`src/rtl/frame_capture_ctrl_if.sv`:
```
// Bundle of camera-side inputs, VGA frame marker, mode controls and the
// RAM write port / status outputs of frame_capture_ctrl.
// slave  : the capture controller itself.
// master : whatever drives the camera strobes and consumes the write port.
interface frame_capture_ctrl_if #(
  parameter int BANK_BITS = 19
);
  // camera front-end and control inputs
  logic                 cam_vsync_pulse;
  logic                 cam_pix_valid;
  logic [7:0]           cam_pix_data;
  logic                 vga_frame_end;
  logic                 mode_continuous;
  logic                 cmd_capture;
  // RAM write port and status outputs
  logic                 wr_en;
  logic [BANK_BITS:0]   wr_addr;
  logic [7:0]           wr_data;
  logic                 rd_bank;
  logic                 busy;
  logic                 overflow;
  logic [15:0]          frame_count;

  modport slave (
    input  cam_vsync_pulse, cam_pix_valid, cam_pix_data,
    input  vga_frame_end, mode_continuous, cmd_capture,
    output wr_en, wr_addr, wr_data, rd_bank, busy, overflow, frame_count
  );

  modport master (
    output cam_vsync_pulse, cam_pix_valid, cam_pix_data,
    output vga_frame_end, mode_continuous, cmd_capture,
    input  wr_en, wr_addr, wr_data, rd_bank, busy, overflow, frame_count
  );
endinterface

```
`src/rtl/frame_capture_ctrl.sv`:
```
// frame_capture_ctrl: double-buffered camera capture sequencer.
// The camera fills bank bank_wr while the VGA reader scans rd_bank. A finished
// frame is handed to the reader only on vga_frame_end, so the screen never
// shows a half-written frame. RAM address = {bank, offset}.
// Optional feature macro: FRAME_CAPTURE_CTRL_FRAME_CNT_EN
//   defined   -> frame_count counts completed (swapped) frames, wraps at 16 bits
//   undefined -> frame_count is tied to 0 and no counter is built
module frame_capture_ctrl #(
  parameter int H_ACTIVE  = 640,
  parameter int V_ACTIVE  = 480,
  parameter int BANK_BITS = 19
) (
  input  logic                 clk,
  input  logic                 reset_n,
  frame_capture_ctrl_if.slave  bus
);

  // Last valid offset inside one bank; writing there saturates the offset.
  localparam logic [BANK_BITS-1:0] LAST_OFFSET = BANK_BITS'(H_ACTIVE * V_ACTIVE - 1);

  typedef enum logic [1:0] {
    IDLE    = 2'd0,
    ARMED   = 2'd1,
    CAPTURE = 2'd2,
    DONE    = 2'd3
  } state_t;

  state_t                 state_q, state_d;
  logic                   bank_wr_q;
  logic                   rd_bank_q;
  logic [BANK_BITS-1:0]   offset_q;
  logic                   full_q;          // pixel at LAST_OFFSET already written
  logic                   swap_pending_q;
  logic                   wr_en_q;
  logic [BANK_BITS:0]     wr_addr_q;
  logic [7:0]             wr_data_q;
  logic                   busy_q;
  logic                   overflow_q;

  logic                   pix_accept;
  logic                   pix_overflow;
  logic                   swap_event;

  // Per-cycle events derived from the current state and inputs.
  always_comb begin
    pix_accept   = (state_q == CAPTURE) && bus.cam_pix_valid && !full_q;
    pix_overflow = (state_q == CAPTURE) && bus.cam_pix_valid &&  full_q;
    swap_event   = (state_q == DONE) && bus.vga_frame_end && swap_pending_q;
  end

  // Next-state selection; the vsync that ends a frame lands in DONE, so it can
  // never also start the next capture.
  always_comb begin
    state_d = state_q;
    case (state_q)
      IDLE:    if (bus.mode_continuous || bus.cmd_capture) state_d = ARMED;
      ARMED:   if (bus.cam_vsync_pulse)                    state_d = CAPTURE;
      CAPTURE: if (bus.cam_vsync_pulse)                    state_d = DONE;
      DONE:    if (swap_event) state_d = bus.mode_continuous ? ARMED : IDLE;
      default: state_d = IDLE;
    endcase
  end

  // Capture sequencer: state, bank bookkeeping and registered write port.
  always_ff @(posedge clk or negedge reset_n) begin
    if (!reset_n) begin
      state_q        <= IDLE;
      bank_wr_q      <= 1'b1;
      rd_bank_q      <= 1'b0;
      offset_q       <= '0;
      full_q         <= 1'b0;
      swap_pending_q <= 1'b0;
      wr_en_q        <= 1'b0;
      wr_addr_q      <= '0;
      wr_data_q      <= '0;
      busy_q         <= 1'b0;
      overflow_q     <= 1'b0;
    end else begin
      state_q <= state_d;
      busy_q  <= (state_d == ARMED) || (state_d == CAPTURE);
      wr_en_q <= pix_accept;

      // A pixel sharing its cycle with the closing vsync is still written here.
      if (pix_accept) begin
        wr_addr_q <= {bank_wr_q, offset_q};
        wr_data_q <= bus.cam_pix_data;
        if (offset_q == LAST_OFFSET) begin
          full_q <= 1'b1;
        end else begin
          offset_q <= offset_q + 1'b1;
        end
      end

      if (pix_overflow) begin
        overflow_q <= 1'b1;
      end

      case (state_q)
        ARMED: begin
          if (bus.cam_vsync_pulse) begin
            offset_q <= '0;
            full_q   <= 1'b0;
          end
        end
        CAPTURE: begin
          if (bus.cam_vsync_pulse) begin
            swap_pending_q <= 1'b1;
          end
        end
        DONE: begin
          if (swap_event) begin
            rd_bank_q      <= bank_wr_q;
            bank_wr_q      <= ~bank_wr_q;
            swap_pending_q <= 1'b0;
          end
        end
        default: ;
      endcase
    end
  end

`ifdef FRAME_CAPTURE_CTRL_FRAME_CNT_EN
  logic [15:0] frame_count_q;

  // Count frames handed to the reader; wraps naturally at 16 bits.
  always_ff @(posedge clk or negedge reset_n) begin
    if (!reset_n) begin
      frame_count_q <= '0;
    end else if (swap_event) begin
      frame_count_q <= frame_count_q + 16'd1;
    end
  end

  assign bus.frame_count = frame_count_q;
`else
  assign bus.frame_count = 16'd0;
`endif

  assign bus.wr_en    = wr_en_q;
  assign bus.wr_addr  = wr_addr_q;
  assign bus.wr_data  = wr_data_q;
  assign bus.rd_bank  = rd_bank_q;
  assign bus.busy     = busy_q;
  assign bus.overflow = overflow_q;

endmodule

```
`src/flat_wrapper.sv`:
```
// flat-port wrapper written by rule: the top's interface ports become plain ports
module frame_capture_ctrl_flat 
#(
  parameter int H_ACTIVE  = 640,
  parameter int V_ACTIVE  = 480,
  parameter int BANK_BITS = 19
)
  (clk, reset_n, bus_cam_vsync_pulse, bus_cam_pix_valid, bus_cam_pix_data, bus_vga_frame_end, bus_mode_continuous, bus_cmd_capture, bus_wr_en, bus_wr_addr, bus_wr_data, bus_rd_bank, bus_busy, bus_overflow, bus_frame_count);
  frame_capture_ctrl_if #(.BANK_BITS(BANK_BITS)) bus_i ();
  input  logic clk;
  input  logic reset_n;
  input wire logic [$bits(bus_i.cam_vsync_pulse)-1:0] bus_cam_vsync_pulse;
  input wire logic [$bits(bus_i.cam_pix_valid)-1:0] bus_cam_pix_valid;
  input wire logic [$bits(bus_i.cam_pix_data)-1:0] bus_cam_pix_data;
  input wire logic [$bits(bus_i.vga_frame_end)-1:0] bus_vga_frame_end;
  input wire logic [$bits(bus_i.mode_continuous)-1:0] bus_mode_continuous;
  input wire logic [$bits(bus_i.cmd_capture)-1:0] bus_cmd_capture;
  output wire logic [$bits(bus_i.wr_en)-1:0] bus_wr_en;
  output wire logic [$bits(bus_i.wr_addr)-1:0] bus_wr_addr;
  output wire logic [$bits(bus_i.wr_data)-1:0] bus_wr_data;
  output wire logic [$bits(bus_i.rd_bank)-1:0] bus_rd_bank;
  output wire logic [$bits(bus_i.busy)-1:0] bus_busy;
  output wire logic [$bits(bus_i.overflow)-1:0] bus_overflow;
  output wire logic [$bits(bus_i.frame_count)-1:0] bus_frame_count;
  assign bus_i.cam_vsync_pulse = bus_cam_vsync_pulse;
  assign bus_i.cam_pix_valid = bus_cam_pix_valid;
  assign bus_i.cam_pix_data = bus_cam_pix_data;
  assign bus_i.vga_frame_end = bus_vga_frame_end;
  assign bus_i.mode_continuous = bus_mode_continuous;
  assign bus_i.cmd_capture = bus_cmd_capture;
  assign bus_wr_en = bus_i.wr_en;
  assign bus_wr_addr = bus_i.wr_addr;
  assign bus_wr_data = bus_i.wr_data;
  assign bus_rd_bank = bus_i.rd_bank;
  assign bus_busy = bus_i.busy;
  assign bus_overflow = bus_i.overflow;
  assign bus_frame_count = bus_i.frame_count;
  frame_capture_ctrl #(.H_ACTIVE(H_ACTIVE), .V_ACTIVE(V_ACTIVE), .BANK_BITS(BANK_BITS)) u_core (.clk(clk), .reset_n(reset_n), .bus(bus_i));
endmodule
```
`config.mk`:
```
export PLATFORM = sky130hd
export DESIGN_NAME = frame_capture_ctrl_flat
export DESIGN_NICKNAME = d
export VERILOG_FILES = /design/src/rtl/frame_capture_ctrl_if.sv /design/src/rtl/frame_capture_ctrl.sv /design/src/flat_wrapper.sv
export SDC_FILE = /design/constraint.sdc
export NUM_CORES = 1
export LEC_CHECK = 0
export ABC_CLOCK_PERIOD_IN_PS = 1500
export BUFFER_PORTS_ARGS = -buffer_cell sky130_fd_sc_hd__buf_2
export CAP_MARGIN = 20
export CORE_MARGIN = 2
export CORE_UTILIZATION = 48
export DETAILED_ROUTE_END_ITERATION = 16
export PLACE_DENSITY = 0.76
export SLEW_MARGIN = 20
export SYNTH_ARGS = -nofsm -noshare
export SYNTH_HDL_FRONTEND = slang
export SYNTH_SLANG_ARGS = --single-unit
```
`constraint.sdc`:
```
create_clock -name clk -period 1.5 [get_ports clk]
set_input_delay 0.225 -clock clk [delete_from_list [all_inputs] [get_ports clk]]
set_output_delay 0.225 -clock clk [all_outputs]
set_load 0.1 [all_outputs]
```
==> results of run 1 <==
==> Yosys cell counts (all sizes together) (2+ instances only) <==
cell,count
nand2,99
dfrtp,55
buf,20
nor2,13
nand4,10
nand3,7
and3,6
inv,6
a21oi,5
clkbuf,5
o21ai,5
mux2i,4
xor2,4
a31o,3
a31oi,3
xnor2,3
and2,2
and4,2
nand4b,2
nor3,2
==> final timing paths <==
kind                                         from                endpoint  slack [ps]  cells past startpoint
hold / removal                bus_cam_pix_data[6]   u_core.bus.wr_data[6]          90                      3
hold reg to reg            u_core.bus.wr_addr[14]  u_core.bus.wr_addr[14]         470                      2
setup reg to reg              u_core.offset_q[14]      u_core.offset_q[9]        -110                      6
min in group asynchronous                 reset_n      u_core.offset_q[9]         430                      3
setup / recovery              u_core.offset_q[14]      u_core.offset_q[9]        -110                      6
max in group asynchronous                 reset_n        u_core.bank_wr_q         790                      3
==> flip-flops by register name, summed over array words and instances, names as in the netlist <==
signal	cells
u_core.bank_wr_q	1
u_core.bus.busy	1
u_core.bus.overflow	1
u_core.bus.rd_bank	1
u_core.bus.wr_addr	20
u_core.bus.wr_data	8
u_core.bus.wr_en	1
u_core.full_q	1
u_core.offset_q	19
u_core.state_q	2
u_core.swap_pending_q	1
==> placed cells by master (no fill, tap or decap), types with 2 or more instances in the layout <==
master,count
nand4_1,8
xor2_1,4
mux2i_1,4
inv_1,3
clkbuf_8,5
and4_4,2
a21oi_1,5
buf_2,46
and3_4,4
nand3_2,4
dfrtp_1,55
nor2_1,12
and3_1,2
xnor2_1,3
a31oi_1,2
nand4_4,2
buf_4,45
nand3_1,3
a31o_1,2
buf_6,3
nand2_1,98
nand4b_1,2
nor3_2,2
and2_1,2
inv_2,3
conb_1,16
o21ai_0,5
==> worst min-delay path, cell delays in order <==
cell	delay, ps
buf_2	70
nand2_1	40
nand2_1	40
==> cells by family after synthesis <==
group | share of synthesized area [%]
multiplexers | 1.95
other | 0.143
buffers and inverters | 6.89
adder cells (fa/ha/maj) | 0.475
flip-flops | 53.3
AO/OA/AOI/OAI | 7.47
XOR/XNOR | 2.33
AND/OR/NAND/NOR | 27.4
==> power groups by stage <==
stage / Clock [uW] / Combinational (uW) / Sequential (uW)
finish: 965 / 2890 / 1960
global route: 1050 / 3060 / 1990
CTS: 984 / 2850 / 1960
detailed placement: 0 / 2840 / 1990
global placement: 0 / 2800 / 1980
floorplan: 0 / 793 / 3420
==> routing by layer <==
layer | part of all wire, % | vias up
met5 | 0 | -
met1 | 43 | 1055
met3 | 4.3 | 2
li1 | - | 1066
met2 | 52 | 61
met4 | 0.55 | 0
==> repair_timing <==
item | CTS | global route
hold buffers | 1 | 0
setup endpoints to repair | 12 | 19
buffers inserted | 5 | 8
pin swaps | 7 | 16
resized for setup | 2 | 16
endpoints found under the hold margin | 55 | 0
gates cloned | 0 | 0
==> cell type report <==
type	count	area share (%)
clock buffers	6	2.11
multi-input cells	203	34.5
repair buffers	96	18.4
inverters	6	0.655
flip-flops and latches	56	40.8
well taps	70	2.55
clock inverters	2	1.02
==> per-stage QoR <==
stage / setup slack [ps] / TNS [ps] / cells / hold slack [ps]
2_1_floorplan: -3.31 / -3.31 / 290 / -70.6
3_3_place_gp: -18.8 / -53.1 / 417 / 246
3_5_place_dp: -59.0 / -198 / 417 / 250
4_1_cts: -54.4 / -253 / 431 / 95.8
5_1_grt: -171 / -1690 / 439 / 99.7
6_report: -113 / -437 / 439 / 93.6
==> summary.txt, run 1 <==
Placed design
  • Post-DP HPWL: just under 4000 um
  • Number of port buffers: 46
  • Cell Area, Placed: between 3000 and 4000 sq um
  • RD Place Congestion: 0.885

Route
  • DR pass1 iterations: 4
  • Via Count: 2184
  • Initial DRC Count: 124
  • Vias per cell: around 5.0
  • Remaining DRCs: 0
  • Routed Antenna Nets: 0
  • Total routed wirelength: 5800 um
  • Wire per inst: between 10 and 15 um

Layout
  • Reg area: approximately 1400 sq um
  • Share of cells above drive strength 1: around a third
  • Final Util: 66.1%
  • Area of the multi-input gates: between 1000 and 1500 sq um
  • Growth of design area from synthesis to finish: 30.7%
  • ANT cells: 0
  • Fillers: about 430
  • Fin area: about 3400 sq um
  • Nets: approximately 380

Synthesis
  • Synth Area per Inst: between 9 and 10 sq um
  • Asr flop ratio synth: 100%
  • Yosys reg bits: 56
  • Post-synth top flop: dfrtp_1
  • Largest cells by area after synthesis: dfrtp_1 52%, nand2_1 14%, buf_4 4.9%
  • Register area share after synthesis: 53.3%
  • Synth unique cells: 51
  • Area leader, netlist: dfrtp_1
  • Synth warnings: 0
  • EDFF count, synth: 0
  • Post-Synthesis Cells: about 280
  • Post-Syn Area: about 2600 sq um
  • Top-area cell type share of the netlist area: between 50% and 60%

Power and ir drop
  • Max rail drop VDD: between 1 and 1.5 mV
  • Pwr per Cell Area: between 1500 and 2000 nW/um^2
  • Sw Ratio: around 50%
  • Logic pwr share: around 50%
  • PnR Total Power: 5810 uW
  • Sequential share of power: between 30% and 40%
  • Internal power: 2890 uW
  • Sw power: 2920 uW
  • Leak Pwr: 0.00187 uW
  • Clock power share: roughly 17%

Setup path
  • Critical Path Sink Type: flip-flop
  • Crit Path Category: flip-flop to flip-flop
  • Slowest stage delay, CP: between 400 and 500 ps
  • CP cell instances: nor4bb_4, and3_4, buf_4, a31oi_1, xnor2_1, nor2_1
  • CP Data Arrival Time: 1810 ps
  • Req. time, crit path: roughly 1700 ps
  • Crit path launch type: flip-flop
  • Family with the most delay on the worst path: simple AND/OR/NAND/NOR gates
  • CP max stage cell: dfrtp_1
  • CP bufs+invs: 1
  • Critical path fanouts, max: 4

CTS
  • Skew-Pair Late Insertion Delay: roughly 310 ps
  • Clk buf depth: 2
  • H-tree level count: 2
  • Clock-pin slew on the worst setup and hold paths: 100 ps
  • Sink Count: 56
  • Num CTS Buffers: 5
  • CTS root buf: clkbuf_8
  • CTS tree: done

Run
  • Max-Cap Viols: 0

Global routing
  • Vias in the first global route: 2105
  • Global-route wire length before repair: around 9400 um
  • Met2 Use GR: about a third
  • Initial antenna violation count: 0
  • Total grt overflow: 0
  • Top Usage Layer GRT: met2
  • Total Routing Usage GR: a little under a fifth
  • M3 GR Usage: 3.91%
  • Largest net degree at the start of global routing: 57
  • Met1 Use GR: about a quarter

Die
  • Die X: 78.0 um
  • Core ar.: 5200 sq um
  • DIE AREA: between 6000 and 7000 sq um
  • Initial core utilization: between 50 and 60%
  • # IOs: 63
  • Die Y: between 70 and 80 um
  • Rows: 26

STA
  • Final worst setup slack: -113 ps
  • Skew final: approximately 9.6 ps
  • Final worst-path cycle share: 108%
  • Final min period: between 1500 and 2000 ps
  • Max Clock Freq: a little over 600 MHz
  • Slew Viols, Final: 0
  • Setup violations, final: 10
  • RSZ-0062 raised after global routing: true
  • Final Hold Vio Count: 0

Hold path
  • Worst hold path class: input pin to flip-flop

Run status
  • Status: finished with violations
  • Failing checks: negative setup slack
No activity file was read; power rests on OpenSTA's default activity.
==> run 2: changes to the inputs <==
Settings changed: CORE_UTILIZATION 48 to 50, CTS_BUF_LIST from default to sky130_fd_sc_hd__clkbuf_4 sky130_fd_sc_hd__clkbuf_8, PLACE_DENSITY 0.76 to 0.78.
==> run 2 against run 1 <==
  * The flow still finishes with violations (negative setup slack)
  * Die area shrank 3.8%
  * Flip-flop and latch count did not move
  * Final cell count down 0.91%
  * Register-to-register slack better by 20 ps
  * Wire length is 1.8% higher
  * Maximum frequency is 1.1% higher
  * Critical path type unchanged
==> summary.txt, run 2 (synthesized netlist as in run 1, its figures left out) <==
Run status
  • Status: finished with violations
  • Failing checks: negative setup slack

Power and ir drop
  • PnR Total Power: 5870 uW (+0.91%)
  • Leak Pwr: 0.00186 uW (-0.81%)
  • Max rail drop VDD: 1.32 mV (+14%)
  • Pwr per Cell Area: 1720 nW/um^2 (+1.8%)

Setup path
  • CP cell instances: and4_4, and3_4, a31o_4, or3_4, a21oi_2
  • Slowest stage delay, CP: 390 ps (-30 ps)
  • CP bufs+invs: 0 (-1)
  • CP max stage cell: dfrtp_1
  • Critical path fanouts, max: 6 (+2)
  • CP Data Arrival Time: 1840 ps (+30 ps)
  • Crit Path Category: flip-flop to flip-flop
  • R2R Setup Slk: -90 ps (+20 ps)
  • Req. time, crit path: 1740 ps (+40 ps)
  • Worst r2r src: u_core.offset_q[5]
  • Reg-to-reg endpoint: u_core.offset_q[6]
  • Crit path launch type: flip-flop
  • Critical Path Sink Type: flip-flop
  • Worst-case reg-to-reg path depth: 5 (-1)
  • Family with the most delay on the worst path: simple AND/OR/NAND/NOR gates

CTS
  • Clock-pin slew on the worst setup and hold paths: 100 ps (about the same)
  • Num CTS Buffers: 5 (unchanged)
  • CTS root buf: clkbuf_8
  • H-tree level count: 2 (unchanged)
  • Clk buf depth: 2 (unchanged)
  • Skew-Pair Late Insertion Delay: 310 ps (about the same)
  • Sink Count: 56 (unchanged)
  • CTS tree: done

Die
  • # IOs: 63 (unchanged)
  • Die X: 76.5 um (-1.9%)
  • Rows: 26 (unchanged)
  • Initial core utilization: 51.5% (+0.97 points)
  • DIE AREA: 5860 sq um (-3.8%)
  • Core ar.: 5110 sq um (-1.9%)
  • Die Y: 76.5 um (-1.9%)

Route
  • Routed Antenna Nets: 0 (unchanged)
  • Total routed wirelength: 5910 um (+1.8%)
  • Wire per inst: 13.6 um (+2.8%)
  • Vias per cell: 5.05 (+1.6%)
  • Initial DRC Count: 141 (+14%)
  • Remaining DRCs: 0 (unchanged)
  • Via Count: 2198 (+0.64%)
  • DR pass1 iterations: 4 (unchanged)

Global routing
  • Total Routing Usage GR: 20.6% (+1.5 points)
  • Global-route wire length before repair: 9720 um (+3.4%)
  • Initial antenna violation count: 0 (unchanged)
  • Total grt overflow: 0 (unchanged)
  • Vias in the first global route: 2082 (-1.1%)
  • Largest net degree at the start of global routing: 57 (unchanged)

Layout
  • Most frequent cells in the layout: 98 x nand2_1, 55 x dfrtp_1, 46 x buf_2, 42 x buf_4, 16 x conb_1
  • Growth of design area from synthesis to finish: 29.6%
  • Post-Layout Cell Count: 435 (-0.91%)
  • Share of cells above drive strength 1: 34.5% (-0.71 points)
  • Max reg flops: 20 (unchanged)
  • Most common cell after layout, fill and taps aside: nand2_1
  • Nets: 380 (-1.0%)
  • Fillers: 436 (+1.2%)
  • Final Util: 66.8% (+0.67 points)
  • ANT cells: 0 (unchanged)

STA
  • RSZ-0062 raised after global routing: true
  • Final worst setup slack: -94.9 ps (+18.1 ps)
  • Final min period: 1590 ps (-18.1 ps)
  • Setup violations, final: 11 (+1)
  • Final Hold Vio Count: 0 (unchanged)
  • Final worst-path cycle share: 106% (-1.2 points)
  • Fin Setup TNS: -417 ps (+19.3 ps)
  • Slew Viols, Final: 0 (unchanged)
  • Skew final: 8.77 ps (-0.807 ps)
  • Hold WS: 98.1 ps (+4.46 ps)
  • Max Clock Freq: 627 MHz (+1.1%)

Placed design
  • Number of port buffers: 46 (unchanged)
  • RD Place Congestion: 0.866 (-2.1%)
  • Placed cell count: 421 (+0.96%)
  • Post-DP HPWL: 4120 um (+6.1%)

Run
  • Max-Cap Viols: 0 (unchanged)

Hold path
  • Hold Crit Start: bus_cam_pix_data[1]
  • Worst hold path depth: 3 (unchanged)
  • Worst Hold End: u_core.bus.wr_data[1]
  • Worst hold path class: input pin to flip-flop
-- run 2: changes by cell type in the layout (fill, tap and decap cells not counted), moves of 2 or more --
cell     before  now
nand3_1       3    5
buf_4        45   42
nand3_2       4    2
and3_1        2    4
o21ai_0       5    3
and3_4        4    2
o21ai_1       0    2
-- run 2: through the flow --
stage,cell area [sq um],setup WS (ps)
after floorplan,2700,-3.31
after global placement,3170,-18.6
after detailed placement,3170,-64.8
after CTS,3310,-73.8
after global routing,3410,-150
final,3410,-94.9
-- run 2: area by class of cell --
class                      count  area [sq um]  share of cell area [%]
multi-input combinational    203          1180                    34.7
inverter                       6          22.5                   0.661
clock inverter                 2          38.8                    1.14
tap                           70          87.6                    2.57
sequential                    56          1400                    41.1
clock buffer                   6          76.3                    2.24
timing repair buffer          92           598                    17.5
-- run 2: where the power goes --
group          internal, uW  leakage (uW)  switching, uW
combinational           592       0.00105           2300
clock                   523     0.0000592            489
sequential             1810      0.000746            149
-- run 2: worst max-delay path by stage --
stage	slack (ps)	from	to	depth (start not counted)
6_report	-90	u_core.offset_q[5]	u_core.offset_q[6]	5
3_3_place_gp	-20	u_core.offset_q[14]	u_core.offset_q[15]	5
2_1_floorplan	-3	u_core.offset_q[1]	u_core.offset_q[6]	5
5_1_grt	-150	u_core.offset_q[14]	u_core.offset_q[10]	5
3_5_place_dp	-60	u_core.offset_q[14]	u_core.offset_q[3]	5
4_1_cts	-70	u_core.offset_q[5]	u_core.offset_q[6]	5
-- run 2: repair_timing --
item / 4_1_cts / 5_1_grt
setup buffers: 1 / 4
endpoints found under the setup margin: 9 / 19
hold endpoints to repair: 55 / 0
resized for setup: 2 / 15
pin swaps: 5 / 10
gates cloned: 0 / 0
hold buffers: 1 / 0
-- run 2: tightest hold or removal path, cell delays in order --
cell	delay (ps)
buf_2	70
nand2_1	40
nand2_1	40
-- run 2: metal layers --
metal  track usage, %  wire length, um  up-vias
li1                 -                -     1069
met1             26.2             2470     1060
met2             35.5             3080       63
met3             3.67              271        6
met4             7.27               77        0
met5                0                0        -
==> run 3: changes to the inputs <==
Settings changed: BUFFER_PORTS_ARGS -buffer_cell sky130_fd_sc_hd__buf_2 to default, DONT_BUFFER_PORTS from default to 1, PLACE_DENSITY 0.78 to 0.68.
==> run 3 against run 2 <==
  * The run ends with negative hold slack, negative setup slack left
  * Sequential power up 7%
  * Critical path depth did not move
  * Combinational power down 3%
  * Worst hold slack lost 500 ps
  * Global-route usage fell by 0.70 points
  * Design area is 2.9% lower
  * Final cell count is 6.0% lower
  * First-iteration DRC count is 35% higher
  * Die area is the same
  * Register-to-register slack better by 20 ps
  * Critical path type unchanged
==> summary.txt, run 3 (synthesized netlist as in run 1, its figures left out) <==
Setup path
  • Critical Path Sink Type: flip-flop
  • Crit Path Category: flip-flop to flip-flop
  • Worst r2r src: u_core.offset_q[16]
  • CP Data Arrival Time: 1820 ps (-20 ps)
  • Crit path launch type: flip-flop
  • Worst-case reg-to-reg path depth: 5 (unchanged)
  • CP cell instances: nor4bb_4, and3_4, a31oi_4, a31o_1, a21oi_1
  • R2R Setup Slk: -80 ps (+20 ps)
  • Req. time, crit path: 1750 ps (about the same)
  • CP max stage cell: dfrtp_1
  • Critical path fanouts, max: 8 (+2)
  • Reg-to-reg endpoint: u_core.offset_q[15]
  • Slowest stage delay, CP: 420 ps (+30 ps)

Layout
  • Fin area: 3310 sq um (-2.9%)
  • Growth of design area from synthesis to finish: 25.8%
  • Most frequent cells in the layout: 98 x nand2_1, 62 x buf_4, 51 x dfrtp_1, 16 x conb_1, 10 x nor2_1
  • Nets: 354 (-6.8%)
  • Max reg flops: 20 (unchanged)
  • Final Util: 64.8% (-1.9 points)
  • Most common cell after layout, fill and taps aside: nand2_1
  • ANT cells: 0 (unchanged)
  • Share of cells above drive strength 1: 30.7% (-3.8 points)

Route
  • Via Count: 2072 (-5.7%)
  • Routed Antenna Nets: 0 (unchanged)
  • Total routed wirelength: 5700 um (-3.5%)
  • Remaining DRCs: 0 (unchanged)
  • DR pass1 iterations: 4 (unchanged)
  • Wire per inst: 13.9 um (+2.7%)
  • Initial DRC Count: 191 (+35%)
  • Vias per cell: 5.07 (+0.26%)

CTS
  • Sink Count: 56 (unchanged)
  • Skew-Pair Late Insertion Delay: 310 ps (about the same)
  • CTS tree: done
  • Num CTS Buffers: 5 (unchanged)
  • Clock-pin slew on the worst setup and hold paths: 100 ps (about the same)
  • Clk buf depth: 2 (unchanged)
  • CTS root buf: clkbuf_8
  • H-tree level count: 2 (unchanged)

STA
  • Max Clock Freq: 634 MHz (+1.1%)
  • Worst Tran Pin Value: 893 ps
  • Slew Viols, Final: 0 (unchanged)
  • Final Hold Vio Count: 56 (+56)
  • RSZ-0062 raised after global routing: true
  • Setup violations, final: 12 (+1)
  • Hold WS: -403 ps (-501 ps)
  • Final worst setup slack: -78.0 ps (+16.9 ps)
  • Skew final: 8.23 ps (-0.537 ps)
  • Final min period: 1580 ps (-16.9 ps)
  • Final worst-path cycle share: 105% (-1.1 points)
  • Fin Setup TNS: -432 ps (-14.2 ps)
  • Worst slew margin: slightly above 40%

Global routing
  • Initial antenna violation count: 0 (unchanged)
  • Global-route wire length before repair: 9350 um (-3.8%)
  • Total Routing Usage GR: 19.9% (-0.70 points)
  • Vias in the first global route: 1993 (-4.3%)
  • Largest net degree at the start of global routing: 57 (unchanged)
  • Total grt overflow: 0 (unchanged)

Run status
  • Status: finished with violations
  • Failing checks: negative hold slack, negative setup slack

Die
  • Die Y: 76.5 um (unchanged)
  • Die X: 76.5 um (unchanged)
  • Rows: 26 (unchanged)
  • DIE AREA: 5860 sq um (unchanged)
  • Core ar.: 5110 sq um (unchanged)
  • # IOs: 63 (unchanged)
  • Initial core utilization: 51.5% (unchanged)

Placed design
  • Cell Area, Placed: 3090 sq um (-2.7%)
  • Number of port buffers: 0 (-100%)
  • Post-DP HPWL: 4010 um (-2.7%)
  • Setup WS pre-CTS: -88.3 ps (-23.6 ps)
  • RD Place Congestion: 0.861 (-0.62%)

Run
  • Max-Cap Viols: 0 (unchanged)

Power and ir drop
  • Leak Pwr: 0.00173 uW (-7.0%)
  • Max rail drop VDD: 1.12 mV (-15%)
  • Pwr per Cell Area: 1780 nW/um^2 (+3.4%)

Hold path
  • Worst hold path class: input pin to asynchronous set/reset pin
run 3: worst max-delay path by stage:
stage               cells past startpoint  slack, ps                  end                start
floorplan                               5         -3   u_core.offset_q[6]   u_core.offset_q[1]
global placement                        5        -20  u_core.offset_q[15]  u_core.offset_q[14]
detailed placement                      5        -90   u_core.offset_q[3]  u_core.offset_q[14]
CTS                                     5        -80   u_core.offset_q[5]  u_core.offset_q[14]
global route                            5       -160  u_core.offset_q[15]  u_core.offset_q[16]
finish                                  5        -80  u_core.offset_q[15]  u_core.offset_q[16]
run 3: metrics by stage:
step / cells / total power, uW / hold slack (ps)
finish: 409 / 5890 / -403
global route: 409 / 6170 / -430
CTS: 407 / 5870 / -410
detailed placement: 396 / 4850 / -69.4
global placement: 396 / 4800 / -69.3
floorplan: 290 / 4210 / -70.6
run 3: what timing repair did:
action / CTS / global route
hold endpoints to repair: 56 / 56
cloned: 0 / 0
pin swaps: 9 / 12
resized for setup: 8 / 14
setup buffers: 3 / 2
setup endpoints to repair: 14 / 23
run 3: metal layers:
metal | vias to the layer above | part of all wire (%) | track usage, %
li1 | 1013 | - | -
met1 | 988 | 42 | 26.3
met2 | 62 | 51 | 33.1
met3 | 9 | 5.1 | 4.62
met4 | 0 | 1.3 | 5.45
met5 | - | 0 | 0
run 3: power breakdown:
group	switching, uW	internal (uW)
clock network	491	495
logic	2140	667
registers	292	1810
total	2920	2970
run 3: final cells by class:
cell class	instances	area [sq um]
Multi-Input combinational cell	203	1170
Inverter	6	22.5
Clock inverter	3	42.5
Fill cell	438	1800
Tap cell	70	87.6
Sequential cell	56	1410
Timing Repair Buffer	66	510
Clock buffer	5	68.8
run 3: critical path, delay by kind of cell (launching register included):
| kind | cells | cell delay [ps] |
|---|---|---|
| AOI/OAI and AO/OA | 3 | 500 |
| DFF | 1 | 420 |
| and+or+nand+nor | 2 | 580 |
